==> src/rtl/load_store_unit.sv <==
// Load/store unit for the MEM stage: extended loads, word stores, read-modify-write SB/SH.
// Optional macro LSU_ALIGN_CHECK_EN flags misaligned halfword/word accesses as illegal.
module load_store_unit #(
  parameter int EXT_WIDTH = 32
) (
  input  logic                 clk,
  input  logic                 rst,
  input  logic                 req_valid,
  input  logic                 req_we,
  input  logic [2:0]           funct3,
  input  logic [EXT_WIDTH-1:0] addr,
  input  logic [EXT_WIDTH-1:0] wdata,
  output logic                 stall,
  output logic                 done,
  output logic [EXT_WIDTH-1:0] rdata,
  output logic                 err,
  output logic [EXT_WIDTH-1:0] mem_A,
  output logic [EXT_WIDTH-1:0] mem_WD,
  output logic                 mem_WE,
  input  logic [EXT_WIDTH-1:0] mem_RD
);

  localparam logic [1:0] IDLE      = 2'd0;
  localparam logic [1:0] RMW_WRITE = 2'd1;
  localparam logic [1:0] DONE      = 2'd2;

  localparam logic [2:0] F3_B  = 3'd0;
  localparam logic [2:0] F3_H  = 3'd1;
  localparam logic [2:0] F3_W  = 3'd2;
  localparam logic [2:0] F3_BU = 3'd4;
  localparam logic [2:0] F3_HU = 3'd5;

  logic [1:0]           r_state;
  logic [EXT_WIDTH-1:0] r_addr;
  logic [2:0]           r_funct3;
  logic [EXT_WIDTH-1:0] r_wdata;
  logic                 r_we;
  logic [EXT_WIDTH-1:0] r_merge;
  logic [EXT_WIDTH-1:0] r_rdata;
  logic                 r_err;

  logic                 w_accept;
  logic                 w_illegal_f3;
  logic                 w_misaligned;
  logic                 w_illegal;
  logic                 w_is_sw;
  logic [EXT_WIDTH-1:0] w_load_ext;
  logic [EXT_WIDTH-1:0] w_merged;

  assign w_accept = (r_state == IDLE) && req_valid;

  // Unsigned-extension encodings only exist for loads.
  always_comb begin
    w_illegal_f3 = 1'b0;
    case (funct3)
      3'd3, 3'd6, 3'd7: w_illegal_f3 = 1'b1;
      F3_BU, F3_HU:     w_illegal_f3 = req_we;
      default:          w_illegal_f3 = 1'b0;
    endcase
  end

`ifdef LSU_ALIGN_CHECK_EN
  assign w_misaligned = ((funct3[1:0] == 2'b01) && addr[0]) ||
                        ((funct3[1:0] == 2'b10) && (addr[1:0] != 2'b00));
`else
  assign w_misaligned = 1'b0;
`endif

  assign w_illegal = w_illegal_f3 || w_misaligned;
  assign w_is_sw   = req_we && (funct3 == F3_W);

  always_comb begin
    w_load_ext = '0;
    case (funct3)
      F3_B:    w_load_ext = {{(EXT_WIDTH-8){mem_RD[7]}}, mem_RD[7:0]};
      F3_H:    w_load_ext = {{(EXT_WIDTH-16){mem_RD[15]}}, mem_RD[15:0]};
      F3_W:    w_load_ext = mem_RD;
      F3_BU:   w_load_ext = {{(EXT_WIDTH-8){1'b0}}, mem_RD[7:0]};
      F3_HU:   w_load_ext = {{(EXT_WIDTH-16){1'b0}}, mem_RD[15:0]};
      default: w_load_ext = '0;
    endcase
  end

  assign w_merged = (r_funct3 == F3_B) ? {r_merge[EXT_WIDTH-1:8], r_wdata[7:0]}
                                       : {r_merge[EXT_WIDTH-1:16], r_wdata[15:0]};

  assign stall  = req_valid && (r_state != DONE);
  assign done   = (r_state == DONE);
  assign err    = done && r_err;
  assign rdata  = r_rdata;
  assign mem_A  = (r_state == IDLE) ? addr : r_addr;
  assign mem_WD = (r_state == RMW_WRITE) ? w_merged : wdata;

  // Reset gates the write in the same cycle so an interrupted RMW never lands.
  assign mem_WE = !rst && ((w_accept && w_is_sw && !w_illegal) ||
                           ((r_state == RMW_WRITE) && r_we));

  always_ff @(posedge clk) begin
    if (rst) begin
      r_state  <= IDLE;
      r_addr   <= '0;
      r_funct3 <= '0;
      r_wdata  <= '0;
      r_we     <= 1'b0;
      r_merge  <= '0;
      r_rdata  <= '0;
      r_err    <= 1'b0;
    end else begin
      case (r_state)
        IDLE: begin
          if (req_valid) begin
            r_addr   <= addr;
            r_funct3 <= funct3;
            r_wdata  <= wdata;
            r_we     <= req_we;
            r_err    <= w_illegal;
            if (w_illegal) begin
              r_rdata <= '0;
              r_state <= DONE;
            end else if (!req_we) begin
              r_rdata <= w_load_ext;
              r_state <= DONE;
            end else if (w_is_sw) begin
              r_state <= DONE;
            end else begin
              r_merge <= mem_RD;
              r_state <= RMW_WRITE;
            end
          end
        end
        RMW_WRITE: r_state <= DONE;
        DONE:      r_state <= IDLE;
        default:   r_state <= IDLE;
      endcase
    end
  end

endmodule
==> config.mk <==
export PLATFORM = sky130hd
export DESIGN_NAME = load_store_unit
export DESIGN_NICKNAME = d
export VERILOG_FILES = /design/src/rtl/load_store_unit.sv
export SDC_FILE = /design/constraint.sdc
export NUM_CORES = 1
export LEC_CHECK = 0
export CAP_MARGIN = 20
export CORE_ASPECT_RATIO = 0.7
export CORE_MARGIN = 2
export CORE_UTILIZATION = 47
export CTS_CLUSTER_DIAMETER = 150
export DETAILED_ROUTE_END_ITERATION = 6
export PLACE_DENSITY = 0.84
export SLEW_MARGIN = 20
export SYNTH_ARGS = -nofsm -noshare
export SYNTH_HDL_FRONTEND = slang
export SYNTH_SLANG_ARGS = --single-unit
==> constraint.sdc <==
create_clock -name clk -period 3.45 [get_ports clk]
set_input_delay 0.345 -clock clk [delete_from_list [all_inputs] [get_ports clk]]
set_output_delay 0.345 -clock clk [all_outputs]
set_load 0.05 [all_outputs]
Word-level counts from Yosys, hierarchy flattened
Cells that the tools add are included.
Word-level totals
  register bits after elaboration: 119
  bits of input ports: 103
  output and inout port bits: 100
  logic and storage cells: 53
Operators by class
  equal/unequal tests: 12
  multiplexer cells: 12
  bitwise operators: 2
  reductions and logical operators: 19
Operator list (number)
  32-bit one-hot mux with 5 select lines: 1
  32-bit two-way mux: 4
  16-bit two-way mux: 1
  3-bit == test, second input constant: 4
  1-bit logical AND: 8
  2-bit two-way mux: 4
  3-bit by 2-bit == test with 1-bit output, second input constant: 2
  3-bit zero test: 2
  5-bit AND reduction: 1
  2-bit != test, second input constant: 2
  2-bit one-hot mux with 2 select lines: 1
  3-bit by 1-bit == test with 1-bit output, second input constant: 1
  3-bit AND reduction: 1
  3-bit OR reduction: 1
  2-bit by 1-bit == test with 1-bit output, second input constant: 1
  2-bit == test, second input constant: 1
  1-bit zero test: 2
  2-bit zero test: 1
  2-bit by 1-bit != test with 1-bit output, second input constant: 1
  1-bit NOT: 2
  1-bit one-hot mux with 2 select lines: 1
  2-bit AND reduction: 1
  2-bit OR reduction: 1
  1-bit logical OR: 1

Longest topological paths before layout
Gate-level depths: netlist of run 1.
  depth after elaboration: 7
  mapped depth: 6
  mapped depth without buffers: 3

Worst setup path before layout of run 1
No wires, ideal clock.
  path kind: register to output
  start point: register r_funct3[0]
  end point: output mem_WD[10]
  arrival: 2.111 ns
  data required time: 3.105 ns
  path slack: 0.994 ns
  cell stages (with the launch flop): 4
  path through: dfxtp_1 -> nor3_2 -> mux2i_1 -> o21ai_0
Between the ends
  cells in the longest elaborated chain, start to end: 3
RTL lines
  start, declared: RTL line 35  | logic [2:0] r_funct3;
  start signal, assigned: RTL line 113  | r_funct3 <= funct3;
  3-bit zero test: RTL line 84  | assign w_merged = (r_funct3 == F3_B) ? {r_merge[EXT_WIDTH-1:8], r_wdata[7:0]}
  16-bit two-way mux: RTL line 84
  32-bit two-way mux: RTL line 92  | assign mem_WD = (r_state == RMW_WRITE) ? w_merged : wdata;
  end, declared: RTL line 18  | output logic [EXT_WIDTH-1:0] mem_WD,
No other way between the ends.

Worst setup path in the final report of run 1
  start point: register r_state[1]
  end point: output mem_WD[2]
Between the ends
  cells in the longest elaborated chain, start to end: 2
RTL lines
  start, declared: RTL line 33  | logic [1:0] r_state;
  start signal, assigned: RTL line 100  | r_state <= IDLE;
  start signal, assigned: RTL line 119  | r_state <= DONE;
  start signal, assigned: RTL line 122  | r_state <= DONE;
  2-bit by 1-bit == test with 1-bit output: RTL line 92
  32-bit two-way mux: RTL line 92
No other way between the ends.

==> summary.md, run 1 <==
| Metric | Value |
|---|---|
| Vias in the first global route | 4778 |
| Top cells by area, synth | dfxtp_1 43%, mux2_2 14%, nand2_1 8.1%, a21oi_1 7.7%, o32ai_1 5.4% |
| Slew Limit Fails | 0 |
| Worst hold path type | reg -> reg |
| Setup violations, final | 0 |
| Setup TNS | 0 ps |
| CTS resizes | 0 |
| Die ar. | 11900 sq um |
| Global-route wire length before repair | 23900 um |
| Global-route usage over all layers | 25.2% |
| R2R depth | 3 |
| Crit path kind | reg -> out |
| CP Capture Type | primary output |
| Tmin final | 3130 ps |
| Violation count after the first detailed-route iteration | 401 |
| Fmax | 320 MHz |
| Flops & latches, synth | 111 |
| Proportion of netlist area held by the largest area contributor | 43.0% |
| Syn Inst Count | 612 |
| Reg area | 2220 sq um |
| Max_cap viols | 0 |
| Leakage power | 2.72 nW |
| Routed metal-1 wire length | 6850 um |
| Wire length on met2 | 7050 um |
| WP data arrival | 2780 ps |
| Syn nets | 715 |
| Drt drc | 0 |
| I/O pin cnt | 203 |
| Status | finished, final reports clean |
| Final setup skew | 8.82 ps |
| Avg Vias per Cell | 5.45 |
| Post-synth cell types | 30 |
| Clock-pin slew on the worst setup and hold paths | 70 ps |
| Mapped cell area | 5160 sq um |
| Headroom to the max-slew limit | 37.0% |
| Max VDD drop | 0.296 mV |
| H-tree depth | 3 |
| Standard-cell rows | 31 |
| Die Ht | 91.7 um |
| Vias | 5073 |
| DRT Wirelength | 15400 um |
| Largest net degree at the start of global routing | 112 |
| CTS tree | yes |
| Clk sinks | 111 |
| Layout cells sized above 1 | 13.3% |
| Most common cell after layout, fill and taps aside | clkdlybuf4s50_1 |
| Worst endpoint required time | 3110 ps |
| Hold depth | 2 |
| Clock latency on the worst-skew pair | 340 ps |
| RSZ-0062 raised after global routing | false |
| Cell taking the most area after synthesis | dfxtp_1 |
| Nets | 880 |
| Synthesis-to-finish area growth | 46.2% |
| Initial Utilization | 49.1% |
| Commonest non-fill, non-tap cells in the layout | 200 x clkdlybuf4s50_1, 112 x nand2_1, 111 x dfxtp_1 |
| DRT antenna net count | 0 |
| CP Launch Type | flip-flop |
| # hold bufs at CTS | 0 |
| Routed wire per std cell | 16.5 um |
| Area of the multi-input gates | 2580 sq um |
| Core area | 10500 sq um |
| Max FO, Critical Path | 40 |
| CTS buffer count | 9 |
| Layout Cells excl Fill | 930 |
| Final period util | 90.6% |
| Syn avg cell area | 8.44 sq um |
| ANT cells | 0 |
| RD Place Congestion | 0.821 |
| Root buffer cell | clkbuf_16 |
| Synth Warn # | 0 |
| Hpwl dp | 10900 um |
| Placed Instances | 914 |
| DR top layer | met4 |
| Seq/Total Area, Yosys | 43.0% |
| Filler cells | 831 |
| Grt ovf | 0 |
| Clock Path Buffers | 2 |
| Number of iterations in the first detailed-routing pass | 5 |
| Initial antenna violation count | 0 |
| Worst-Margin Slew | 939 ps |
| Post-CTS Setup Bufs | 0 |
| Die width | 129 um |
| Number of port buffers | 202 |
| Detail Route met3 WL | 1310 um |
| Pwr Density | 431 nW/um^2 |
| Endpoints failing hold | 0 |
[path summary, 6_finish.rpt]
check	start	endpoint	slack [ps]
setup reg to reg	r_state[0]$_SDFFE_PP0P_	r_merge[17]$_SDFFE_PP0P_	1360
hold / removal	r_addr[9]$_SDFFE_PP0N_	r_addr[9]$_SDFFE_PP0N_	460
setup / recovery	r_state[1]$_SDFFE_PP0P_	mem_WD[2]	320
hold reg to reg	r_addr[9]$_SDFFE_PP0N_	r_addr[9]$_SDFFE_PP0N_	460
[cells in the mapped netlist (all sizes together)]
master   instances
nand4b           1
a21oi           81
o32ai           32
nand3           25
inv             40
or2              1
or3b             2
and2             1
nor2b            4
buf             15
nor2             5
nor4bb           1
o21ai           33
mux2i            8
nor3b            1
a22oi           24
nand4bb          1
nand2b           1
nand2          112
nand3b           1
clkbuf          43
mux2            65
dfxtp          111
nor3             3
or3              1
[kinds of logic (layout without fill, tap and decap cells)]
| logic type | count (synthesis) | count (layout) | share of synthesized area [%] |
|---|---|---|---|
| AO/OA/AOI/OAI | 170 | 170 | 20.1 |
| buffers and inverters | 98 | 268 | 7.56 |
| flip-flops | 111 | 111 | 43.0 |
| multiplexers | 73 | 73 | 15.7 |
| AND/OR/NAND/NOR | 160 | 160 | 13.6 |
[sequential cells by signal, summed over array words and instances, names as in the netlist]
name	cells
r_state	2
r_err	1
r_merge	24
r_addr	32
rdata	32
r_funct3	3
r_we	1
r_wdata	16
[metal layers]
metal / vias up / GRT usage [%]
met5: - / 0
met4: 0 / 7.34
met3: 13 / 7.18
met2: 217 / 40.4
met1: 2379 / 33.1
li1: 2464 / -
[per-stage QoR]
stage	power, mW	hold slack, ps	utilization [%]	area, sq um	setup WS [ps]
after floorplan	1.90	434	-	5160	994
after global placement	2.21	439	68.9	7240	763
after detailed placement	2.23	446	68.9	7240	676
after CTS	3.28	459	71.8	7550	299
after global routing	3.39	477	71.8	7550	155
final	3.25	456	71.8	7550	325
[worst max-delay path, stage by stage, from the launching register on]
cell             delay [ps]
dfxtp_1                 550
nand2b_2                770
mux2_2                  410
clkdlybuf4s50_1         700
[area by class of cell]
| class | count | area share [%] |
|---|---|---|
| clock buffer | 9 | 2.98 |
| clock inverter | 7 | 1.04 |
| tap | 148 | 2.45 |
| multi-input combinational | 403 | 34.2 |
| sequential | 111 | 29.4 |
| timing repair buffer | 212 | 27.9 |
| inverter | 40 | 1.99 |
[power by group]
part | internal [mW] | total [mW] | leakage, nW | switching (mW)
Sequential | 1.34 | 1.37 | 0.905 | 0.0312
Combinational | 0.342 | 0.837 | 1.67 | 0.494
Clock | 0.573 | 1.05 | 0.151 | 0.479
Note: power is estimated with default switching activity, not from simulation.
==> inputs of run 2 (changes only) <==
Settings changed: SLEW_MARGIN 20 to 30.
==> run 2 against run 1 <==
- first-iteration DRC count grew 10%
- routed wire length grew 0.89%
- utilization barely moved
- sequential power barely moved
- critical path depth unchanged
- clock skew shrank 1.1 ps
- via count is 0.39% higher
- clock power fell by 5%
- largest power group unchanged
==> summary.md, run 2 (synthesis results as in run 1) <==
| Metric | Value |
|---|---|
| Initial antenna violation count | 0 (unchanged) |
| Worst-Margin Slew | 844 ps (was 939 ps) |
| Initial Utilization | 49.1% (unchanged) |
| Hpwl dp | 10900 um (about the same) |
| Drt drc | 0 (unchanged) |
| Most common cell after layout, fill and taps aside | clkdlybuf4s50_1 (unchanged) |
| Endpoints failing hold | 0 (unchanged) |
| Setup WS pre-CTS | 680 ps (was 676 ps) |
| Root buffer cell | clkbuf_16 (unchanged) |
| Final Util | 71.8% (about the same) |
| Routed metal-1 wire length | 6720 um (was 6850 um) |
| Worst endpoint required time | 3110 ps (about the same) |
| Die Ht | 91.7 um (unchanged) |
| RSZ-0062 raised after global routing | false (unchanged) |
| I/O pin cnt | 203 (unchanged) |
| Setup violations, final | 0 (unchanged) |
| Wire length on met2 | 7240 um (was 7050 um) |
| Number of iterations in the first detailed-routing pass | 5 (unchanged) |
| CTS resizes | 0 (unchanged) |
| Clk sinks | 111 (unchanged) |
| Vias in the first global route | 4832 (was 4778) |
| DRT antenna net count | 0 (unchanged) |
| CTS tree | yes (unchanged) |
| CP Launch Type | flip-flop (unchanged) |
| Die ar. | 11900 sq um (unchanged) |
| Headroom to the max-slew limit | 43.7% (was 37.0%) |
| Max VDD drop | 0.296 mV (about the same) |
| Crit path kind | reg -> out (unchanged) |
| Pwr Density | 425 nW/um^2 (was 431 nW/um^2) |
| Nets | 880 (unchanged) |
| Layout cells sized above 1 | 13.4% (was 13.3%) |
| H-tree depth | 3 (unchanged) |
| Vias | 5093 (was 5073) |
| Avg Vias per Cell | 5.48 (was 5.45) |
| WP data arrival | 2800 ps (was 2780 ps) |
| Core area | 10500 sq um (unchanged) |
| Standard-cell rows | 31 (unchanged) |
| Status | finished, final reports clean (unchanged) |
| Clock latency on the worst-skew pair | 340 ps (about the same) |
| RD Place Congestion | 0.821 (unchanged) |
| Post-CTS Setup Bufs | 0 (unchanged) |
| Routed wire per std cell | 16.7 um (was 16.5 um) |
| Fmax | 318 MHz (was 320 MHz) |
| Number of port buffers | 202 (unchanged) |
| Violation count after the first detailed-route iteration | 443 (was 401) |
| Max_cap viols | 0 (unchanged) |
| Worst reg-to-reg setup slack | 1400 ps (was 1360 ps) |
| Largest net degree at the start of global routing | 112 (unchanged) |
| DR top layer | met4 (unchanged) |
| Final hold slack | 455 ps (was 456 ps) |
| Final period util | 91.0% (was 90.6%) |
| Worst hold path type | reg -> reg (unchanged) |
| Final setup skew | 7.68 ps (was 8.82 ps) |
| CP Capture Type | primary output (unchanged) |
| Clock Path Buffers | 2 (unchanged) |
| Power Total | 3.20 mW (was 3.25 mW) |
| # hold bufs at CTS | 0 (unchanged) |
| ANT cells | 0 (unchanged) |
| Global-route usage over all layers | 25.6% (was 25.2%) |
| Filler cells | 825 (was 831) |
| Max FO, Critical Path | 40 (unchanged) |
| Setup TNS | 0 ps (unchanged) |
| Global-route wire length before repair | 24200 um (was 23900 um) |
| Tmin final | 3140 ps (was 3130 ps) |
| Detail Route met3 WL | 1360 um (was 1310 um) |
| DRT Wirelength | 15500 um (was 15400 um) |
| Die width | 129 um (unchanged) |
| Slew Limit Fails | 0 (unchanged) |
| Final WS setup | 310 ps (was 325 ps) |
| CTS buffer count | 9 (unchanged) |
| Grt ovf | 0 (unchanged) |
| Clock-pin slew on the worst setup and hold paths | 70 ps (about the same) |
| Synthesis-to-finish area growth | 46.1% (was 46.2%) |
| Leakage power | 2.71 nW (was 2.72 nW) |
| Commonest non-fill, non-tap cells in the layout | 200 x clkdlybuf4s50_1, 112 x nand2_1, 111 x dfxtp_1 (unchanged) |
==> run 2: cell types whose count changed in the layout (fill, tap and decap cells not counted), sizes merged <==
cell      change
inv           -3
clkinv        +1
bufinv        -1
clkbuf        +2
clkinvlp      +1
==> run 2: critical path, stage by stage, from the launching register on <==
cell	delay, ps
dfxtp_1	560
nand2b_2	760
mux2_2	420
clkdlybuf4s50_1	700
==> run 2: path summary, 6_finish.rpt <==
| kind | to | start | cells after the start |
|---|---|---|---|
| worst max-delay path | mem_WD[2] | r_state[1]$_SDFFE_PP0P_ | 3 |
| worst max register to register | rdata[3]$_SDFFE_PP0P_ | r_state[1]$_SDFFE_PP0P_ | 4 |
| worst min-delay path | r_wdata[3]$_SDFFE_PP0N_ | r_wdata[3]$_SDFFE_PP0N_ | 2 |
| worst min register to register | r_wdata[3]$_SDFFE_PP0N_ | r_wdata[3]$_SDFFE_PP0N_ | 2 |
==> run 2: area by class of cell <==
class	instances	area (sq um)	area share, %
Clock buffer	11	253	3.35
Clock inverter	5	42.5	0.564
Inverter	40	150	1.99
Multi-Input combinational cell	403	2590	34.3
Sequential cell	111	2220	29.4
Tap cell	148	185	2.45
Timing Repair Buffer	212	2110	27.9
==> run 2: power breakdown <==
group          switching (mW)  leakage (nW)  internal, mW
clock network           0.466         0.142         0.535
logic                   0.495          1.67         0.342
registers              0.0312         0.905          1.34
total                   0.992          2.71          2.21
==> run 2: metal layers <==
metal | track usage, % | vias to the layer above
met4 | 8.06 | 0
met2 | 40.8 | 234
met5 | 0 | -
met1 | 33.3 | 2384
li1 | - | 2461
met3 | 7.41 | 14
==> run 2: per-stage QoR <==
stage | area [sq um] | cells
2_1_floorplan | 5160 | 612
3_3_place_gp | 7240 | 914
3_5_place_dp | 7250 | 914
4_1_cts | 7540 | 930
5_1_grt | 7550 | 930
6_report | 7550 | 930
